File: config.mk
export PLATFORM = sky130hd
export DESIGN_NAME = alu_op_sequencer
export DESIGN_NICKNAME = d
export VERILOG_FILES = /design/src/rtl/alu_pkg.sv /design/src/rtl/reg_sel_decode.sv /design/src/rtl/alu_op_sequencer.sv
export SDC_FILE = /design/constraint.sdc
export NUM_CORES = 1
export LEC_CHECK = 0
export ABC_CLOCK_PERIOD_IN_PS = 1400
export BUFFER_PORTS_ARGS = -buffer_cell sky130_fd_sc_hd__buf_4
export CAP_MARGIN = 20
export CORE_AREA = 2 2 46 48
export DETAILED_ROUTE_END_ITERATION = 16
export DIE_AREA = 0 0 48 50
export PLACE_DENSITY = 0.7
export SETUP_SLACK_MARGIN = 0.2
export SLEW_MARGIN = 10
export SYNTH_ARGS = -nofsm -noshare
export SYNTH_HDL_FRONTEND = slang
export SYNTH_SLANG_ARGS = --single-unit
File: constraint.sdc
create_clock -name clk -period 1.4 [get_ports clk]
set_input_delay 0.21 -clock clk [delete_from_list [all_inputs] [get_ports clk]]
set_output_delay 0.21 -clock clk [all_outputs]
set_load 0.02 [all_outputs]
File: src/rtl/alu_pkg.sv
// alu_pkg -- shared definitions for the ALU operation sequencer.
//   NUM_REGS_DEFAULT : default number of bus-attached registers
//   OP_*             : ALU OpControl encodings (OP_ILLEGAL is never issued)
//   state_t          : sequencer state encoding
package alu_pkg;

  localparam int NUM_REGS_DEFAULT = 4;

  localparam logic [2:0] OP_ADD     = 3'd0;
  localparam logic [2:0] OP_SUB     = 3'd1;
  localparam logic [2:0] OP_NOT     = 3'd2;
  localparam logic [2:0] OP_AND     = 3'd3;
  localparam logic [2:0] OP_OR      = 3'd4;
  localparam logic [2:0] OP_XOR     = 3'd5;
  localparam logic [2:0] OP_XNOR    = 3'd6;
  localparam logic [2:0] OP_ILLEGAL = 3'd7;

  typedef enum logic [2:0] {
    ST_IDLE = 3'd0,
    ST_LD1  = 3'd1,
    ST_LD2  = 3'd2,
    ST_EXEC = 3'd3,
    ST_WB   = 3'd4
  } state_t;

endpackage

File: src/rtl/reg_sel_decode.sv
// reg_sel_decode -- register index to one-hot select.
//   idx : register index
//   en  : select enable; sel is all-zero when low
//   sel : one-hot select, NUM_REGS wide (all-zero for idx >= NUM_REGS)
module reg_sel_decode #(
  parameter int NUM_REGS = 4,
  parameter int RW       = 2
) (
  input  logic [RW-1:0]       idx,
  input  logic                en,
  output logic [NUM_REGS-1:0] sel
);

  always_comb begin
    sel = '0;
    for (int i = 0; i < NUM_REGS; i++) begin
      if (en && (int'(idx) == i)) sel[i] = 1'b1;
    end
  end

endmodule

File: src/rtl/alu_op_sequencer.sv
// alu_op_sequencer -- steps one ALU instruction over a shared register bus:
// load operand 1, load operand 2, execute (bus turnaround), write back.
//   clk, reset           : clock, asynchronous active-high reset
//   instr_valid/ready    : instruction handshake (ready only in IDLE)
//   instr_op/rs1/rs2/rd  : instruction fields, latched on handshake
//   reg_read_en          : one-hot register bus-drive select
//   reg_write_en         : one-hot register capture select
//   writeIN1/writeIN2    : ALU operand register load strobes
//   alu_out_en, alu_read : ALU result enable, ALU drives bus
//   alu_op               : ALU OpControl (0 while idle)
//   busy, done, err      : status; done/err are one-cycle pulses
// Build option: ALU_SEQ_UNARY_SKIP_EN -- when defined, NOT skips the LD2 step.
module alu_op_sequencer
  import alu_pkg::*;
#(
  parameter  int NUM_REGS = NUM_REGS_DEFAULT,
  localparam int RW       = (NUM_REGS > 1) ? $clog2(NUM_REGS) : 1
) (
  input  logic                clk,
  input  logic                reset,
  input  logic                instr_valid,
  output logic                instr_ready,
  input  logic [2:0]          instr_op,
  input  logic [RW-1:0]       instr_rs1,
  input  logic [RW-1:0]       instr_rs2,
  input  logic [RW-1:0]       instr_rd,
  output logic [NUM_REGS-1:0] reg_read_en,
  output logic [NUM_REGS-1:0] reg_write_en,
  output logic                writeIN1,
  output logic                writeIN2,
  output logic                alu_out_en,
  output logic                alu_read,
  output logic [2:0]          alu_op,
  output logic                busy,
  output logic                done,
  output logic                err
);

  state_t        state;
  logic [2:0]    op_q;
  logic [RW-1:0] rs1_q;
  logic [RW-1:0] rs2_q;
  logic [RW-1:0] rd_q;
  logic          err_q;
  logic          skip_ld2;
  logic          instr_legal;
  logic [RW-1:0] rd_idx;
  logic          rd_en;

  // Only reachable for non-power-of-two NUM_REGS.
  function automatic logic idx_ok(input logic [RW-1:0] idx);
    return int'(idx) < NUM_REGS;
  endfunction

  assign instr_legal = (instr_op != OP_ILLEGAL) && idx_ok(instr_rs1) &&
                       idx_ok(instr_rs2) && idx_ok(instr_rd);

`ifdef ALU_SEQ_UNARY_SKIP_EN
  assign skip_ld2 = (op_q == OP_NOT);
`else
  assign skip_ld2 = 1'b0;
`endif

  always_ff @(posedge clk or posedge reset) begin
    if (reset) begin
      state <= ST_IDLE;
      op_q  <= '0;
      rs1_q <= '0;
      rs2_q <= '0;
      rd_q  <= '0;
      err_q <= 1'b0;
    end else begin
      err_q <= 1'b0;
      case (state)
        ST_IDLE: begin
          if (instr_valid) begin
            op_q  <= instr_op;
            rs1_q <= instr_rs1;
            rs2_q <= instr_rs2;
            rd_q  <= instr_rd;
            // Illegal instructions are dropped in place; err flags it next cycle.
            if (instr_legal) state <= ST_LD1;
            else             err_q <= 1'b1;
          end
        end
        ST_LD1:  state <= skip_ld2 ? ST_EXEC : ST_LD2;
        ST_LD2:  state <= ST_EXEC;
        ST_EXEC: state <= ST_WB;
        ST_WB:   state <= ST_IDLE;
        default: state <= ST_IDLE;
      endcase
    end
  end

  // Moore decode; reset forces IDLE, so every strobe drops immediately.
  assign instr_ready = (state == ST_IDLE);
  assign busy        = (state != ST_IDLE);
  assign writeIN1    = (state == ST_LD1);
  assign writeIN2    = (state == ST_LD2);
  assign alu_out_en  = (state == ST_EXEC) || (state == ST_WB);
  assign alu_read    = (state == ST_WB);
  assign done        = (state == ST_WB);
  assign err         = err_q;
  assign alu_op      = busy ? op_q : 3'd0;

  // EXEC has no reader so the bus turns around between register and ALU drive.
  assign rd_en  = (state == ST_LD1) || (state == ST_LD2);
  assign rd_idx = (state == ST_LD1) ? rs1_q : rs2_q;

  reg_sel_decode #(.NUM_REGS(NUM_REGS), .RW(RW)) u_read_sel (
    .idx (rd_idx),
    .en  (rd_en),
    .sel (reg_read_en)
  );

  reg_sel_decode #(.NUM_REGS(NUM_REGS), .RW(RW)) u_write_sel (
    .idx (rd_q),
    .en  (state == ST_WB),
    .sel (reg_write_en)
  );

endmodule
==> run_summary.xml <==
<?xml version="1.0" encoding="UTF-8"?>
<metrics>
  <group name="pwr">
    <metric name="p_leak" unit="nW">0.598</metric>
    <metric name="powerDensity" unit="nW/um^2">2500</metric>
    <metric name="max-vdd-ir-drop" unit="V">0.00154</metric>
    <metric name="power" unit="W">0.00304</metric>
  </group>
  <group name="status">
    <metric name="violations_in_the_final_reports" unit="">setup timing</metric>
    <metric name="outcome" unit="">finished, violations left</metric>
  </group>
  <group name="clocking">
    <metric name="path_clk_slew" unit="ns">0.08</metric>
    <metric name="clock_latency" unit="ns">0.28</metric>
    <metric name="buffer_levels_on_the_longest_clock_path" unit="">2</metric>
    <metric name="clock-sinks" unit="">13</metric>
    <metric name="number_of_buffers_created_by_cts" unit="">3</metric>
    <metric name="tritoncts" unit="">yes</metric>
    <metric name="cts_htree_levels" unit="">1</metric>
    <metric name="clk_root_buffer_cell" unit="">sky130_fd_sc_hd__clkbuf_4</metric>
  </group>
  <group name="finish">
    <metric name="syn2layout_area_growth" unit="%">64.1</metric>
    <metric name="finish.net_count" unit="">121</metric>
    <metric name="layout-drive-gt1-share" unit="%">69.4</metric>
    <metric name="diodes" unit="">0</metric>
    <metric name="final_util" unit="%">64.0</metric>
  </group>
  <group name="routing">
    <metric name="drt_iter0_markers" unit="">3</metric>
    <metric name="wl" unit="um">1730</metric>
    <metric name="post_drt_via_cell_ratio" unit="">4.74</metric>
    <metric name="wire_per_inst" unit="um">12.8</metric>
    <metric name="ant_nets" unit="">0</metric>
    <metric name="post-route-drc-count" unit="">0</metric>
    <metric name="count_of_tritonroute_iterations_in_the_first_routing_pass" unit="">4</metric>
    <metric name="vias" unit="">640</metric>
  </group>
  <group name="timing">
    <metric name="worst_slew_pin_tran" unit="ns">0.504</metric>
    <metric name="grt_setup_unrepaired" unit="">true</metric>
    <metric name="final-max-slew-violation-count" unit="">0</metric>
    <metric name="timing.fmax" unit="MHz">564</metric>
    <metric name="period_needed" unit="ns">1.77</metric>
    <metric name="final_count_of_hold_timing_violations" unit="">0</metric>
    <metric name="relSlewSlack" unit="%">66.4</metric>
    <metric name="setup_ws" unit="ns">-0.373</metric>
    <metric name="final.setup_skew" unit="ns">0.00622</metric>
    <metric name="finalSetupViolCount" unit="">26</metric>
    <metric name="fin_crit_sh" unit="%">127</metric>
  </group>
  <group name="floorplan">
    <metric name="die-width" unit="um">48</metric>
    <metric name="top_level_pins" unit="">31</metric>
    <metric name="design.die.area" unit="sq um">2400</metric>
    <metric name="core_region_area" unit="sq um">1900</metric>
    <metric name="initial_core_util" unit="%">39.0</metric>
    <metric name="floorplan.die.height" unit="um">50</metric>
    <metric name="placementRows" unit="">16</metric>
  </group>
  <group name="run">
    <metric name="max_cap_viol_count" unit="">0</metric>
  </group>
  <group name="grt">
    <metric name="grt_max_degree" unit="">14</metric>
    <metric name="groute.usage.overall" unit="%">16.8</metric>
    <metric name="antenna_found_initial" unit="">0</metric>
    <metric name="overflow" unit="">0</metric>
    <metric name="grt_pass1_vias" unit="">642</metric>
    <metric name="grt_pass1_wl" unit="um">2820</metric>
  </group>
  <group name="worst_setup_path">
    <metric name="rr_endpoint" unit="">op_q[2]</metric>
    <metric name="setup.worst_path.end_class" unit="">output pin</metric>
    <metric name="worst-endpoint-arrival" unit="ns">1.56</metric>
    <metric name="cp-startpoint" unit="">state[1]</metric>
    <metric name="critical_path.reg2reg.startpoint" unit="">state[1]</metric>
    <metric name="critical_path.startpoint_type" unit="">register</metric>
    <metric name="rrSetupSlack" unit="ns">-0.18</metric>
    <metric name="r2r_cells" unit="">5</metric>
    <metric name="timing_worst_setup_path_type" unit="">reg2out</metric>
    <metric name="required" unit="ns">1.19</metric>
    <metric name="crit_path_max_fanout" unit="">5</metric>
  </group>
  <group name="yosys">
    <metric name="synthesis.instances" unit="">64</metric>
    <metric name="synth.net_count" unit="">76</metric>
    <metric name="mappedNetlistArea" unit="sq um">742</metric>
    <metric name="synthesis.yosys.warnings" unit="">0</metric>
    <metric name="yosys_register_bits" unit="">13</metric>
    <metric name="ys_types" unit="">23</metric>
    <metric name="yosysSeqAreaShare" unit="%">43.8</metric>
    <metric name="synth_area_per_cell" unit="sq um">11.6</metric>
  </group>
  <group name="placement">
    <metric name="post-dp-hpwl" unit="um">1210</metric>
    <metric name="place.gp.congestion" unit="">0.730</metric>
    <metric name="place_ws" unit="ns">-0.0872</metric>
    <metric name="place.port_buffers" unit="">30</metric>
  </group>
  <group name="worst_hold_path">
    <metric name="min-delay-start" unit="">instr_rd[1]</metric>
    <metric name="hold_end" unit="">rd_q[1]</metric>
    <metric name="worstHoldPathCells" unit="">2</metric>
    <metric name="hp-class" unit="">in2reg</metric>
  </group>
</metrics>
==> layout by cell type (no fill, tap or decap), drive strengths merged, types with 2 or more instances in the layout <==
master / Yosys / layout
buf: 5 / 43
dfrtp: 13 / 13
mux2: 9 / 9
nor3b: 6 / 6
nor2: 5 / 5
clkbuf: 0 / 4
nor3: 4 / 4
nand2: 4 / 4
and2b: 3 / 3
and2: 2 / 3
inv: 3 / 3
nand3b: 2 / 2
a21oi: 2 / 2
==> cell type report <==
| class | count | area, sq um |
|---|---|---|
| Fill cell | 174 | 684 |
| Multi-Input combinational cell | 44 | 455 |
| Timing Repair Buffer | 44 | 363 |
| Sequential cell | 13 | 325 |
| Tap cell | 27 | 33.8 |
| Clock buffer | 4 | 26.3 |
| Inverter | 3 | 13.8 |
==> critical path, cell delays in order (launching register included) <==
cell and delay (ns):
sky130_fd_sc_hd__dfrtp_1 0.42, sky130_fd_sc_hd__buf_4 0.18, sky130_fd_sc_hd__nor3_4 0.22, sky130_fd_sc_hd__buf_6 0.14, sky130_fd_sc_hd__and2b_1 0.17, sky130_fd_sc_hd__buf_4 0.15
==> Yosys cell counts <==
cell,number,share of area (%)
sky130_fd_sc_hd__nor2_1,5,2.5
sky130_fd_sc_hd__nor3b_1,5,5.1
sky130_fd_sc_hd__nand3_1,1,0.67
sky130_fd_sc_hd__nor3b_2,1,1.7
sky130_fd_sc_hd__nor2b_1,1,0.84
sky130_fd_sc_hd__and2_1,1,0.84
sky130_fd_sc_hd__buf_6,1,1.5
sky130_fd_sc_hd__mux2i_1,1,1.3
sky130_fd_sc_hd__mux2_4,9,18
sky130_fd_sc_hd__and2b_1,3,3.0
sky130_fd_sc_hd__and2_4,1,1.2
sky130_fd_sc_hd__buf_4,3,3.0
sky130_fd_sc_hd__nand3b_1,2,2.0
sky130_fd_sc_hd__o21ai_0,1,0.67
sky130_fd_sc_hd__nand2_1,4,2.0
sky130_fd_sc_hd__a21oi_1,2,1.3
sky130_fd_sc_hd__nor3_4,1,2.2
sky130_fd_sc_hd__dfrtp_1,13,44
sky130_fd_sc_hd__nor3_1,3,2.0
sky130_fd_sc_hd__or2_2,1,0.84
sky130_fd_sc_hd__and3_1,1,0.84
sky130_fd_sc_hd__inv_1,3,1.5
sky130_fd_sc_hd__buf_12,1,2.7
==> flip-flops by register name (all words and copies together) (netlist names) <==
| register | cells |
|---|---|
| rd_q | 2 |
| state | 3 |
| err | 1 |
| op_q | 3 |
| rs2_q | 2 |
| rs1_q | 2 |
==> repair_timing <==
action                     CTS  global route
pin swaps                    5             1
setup endpoints to repair   27            28
buffers inserted             1             2
hold endpoints to repair    13             0
hold buffers                 1             0
resized for setup            9             5
cloned                       1             0
==> where the power goes <==
part,switching (W),internal (W)
clock network,0.000123,0.000111
registers,0.000191,0.000551
logic,0.000913,0.00115
==> how the worst max path moves through the flow <==
stage	slack (ns)	cells after the start	to
after floorplan	-0.29	4	reg_read_en[0]
after global placement	-0.04	4	reg_read_en[0]
after detailed placement	-0.09	4	reg_read_en[0]
after CTS	-0.38	4	reg_read_en[0]
after global routing	-0.46	4	reg_read_en[0]
final	-0.37	5	alu_op[2]
==> logic make-up (layout without fill, tap and decap cells) <==
family | Yosys count | after routing | share of synthesized area [%]
and+or+nand+nor | 30 | 31 | 25.8
DFF | 13 | 13 | 43.8
buffers and inverters | 8 | 51 | 8.77
muxes | 10 | 10 | 19.6
AOI/OAI and AO/OA | 3 | 3 | 2.02
==> metal layers <==
metal	up-vias	track usage, %	part of all wire (%)
li1	305	-	-
met1	310	19.4	40
met2	21	27.1	51
met3	4	4.03	5.9
met4	0	9.46	2.4
met5	-	0	0
==> metrics by stage <==
step | hold WS (ns) | instance area [sq um] | instances | setup TNS (ns)
after CTS | 0.144 | 1180 | 133 | -5.27
after detailed placement | 0.282 | 1100 | 126 | -0.954
after floorplan | 0.0870 | 828 | 64 | -2.79
after global placement | 0.270 | 1100 | 126 | -0.456
after global routing | 0.141 | 1220 | 135 | -7.89
final | 0.152 | 1220 | 135 | -5.91
(Power assumes the default switching activity.)
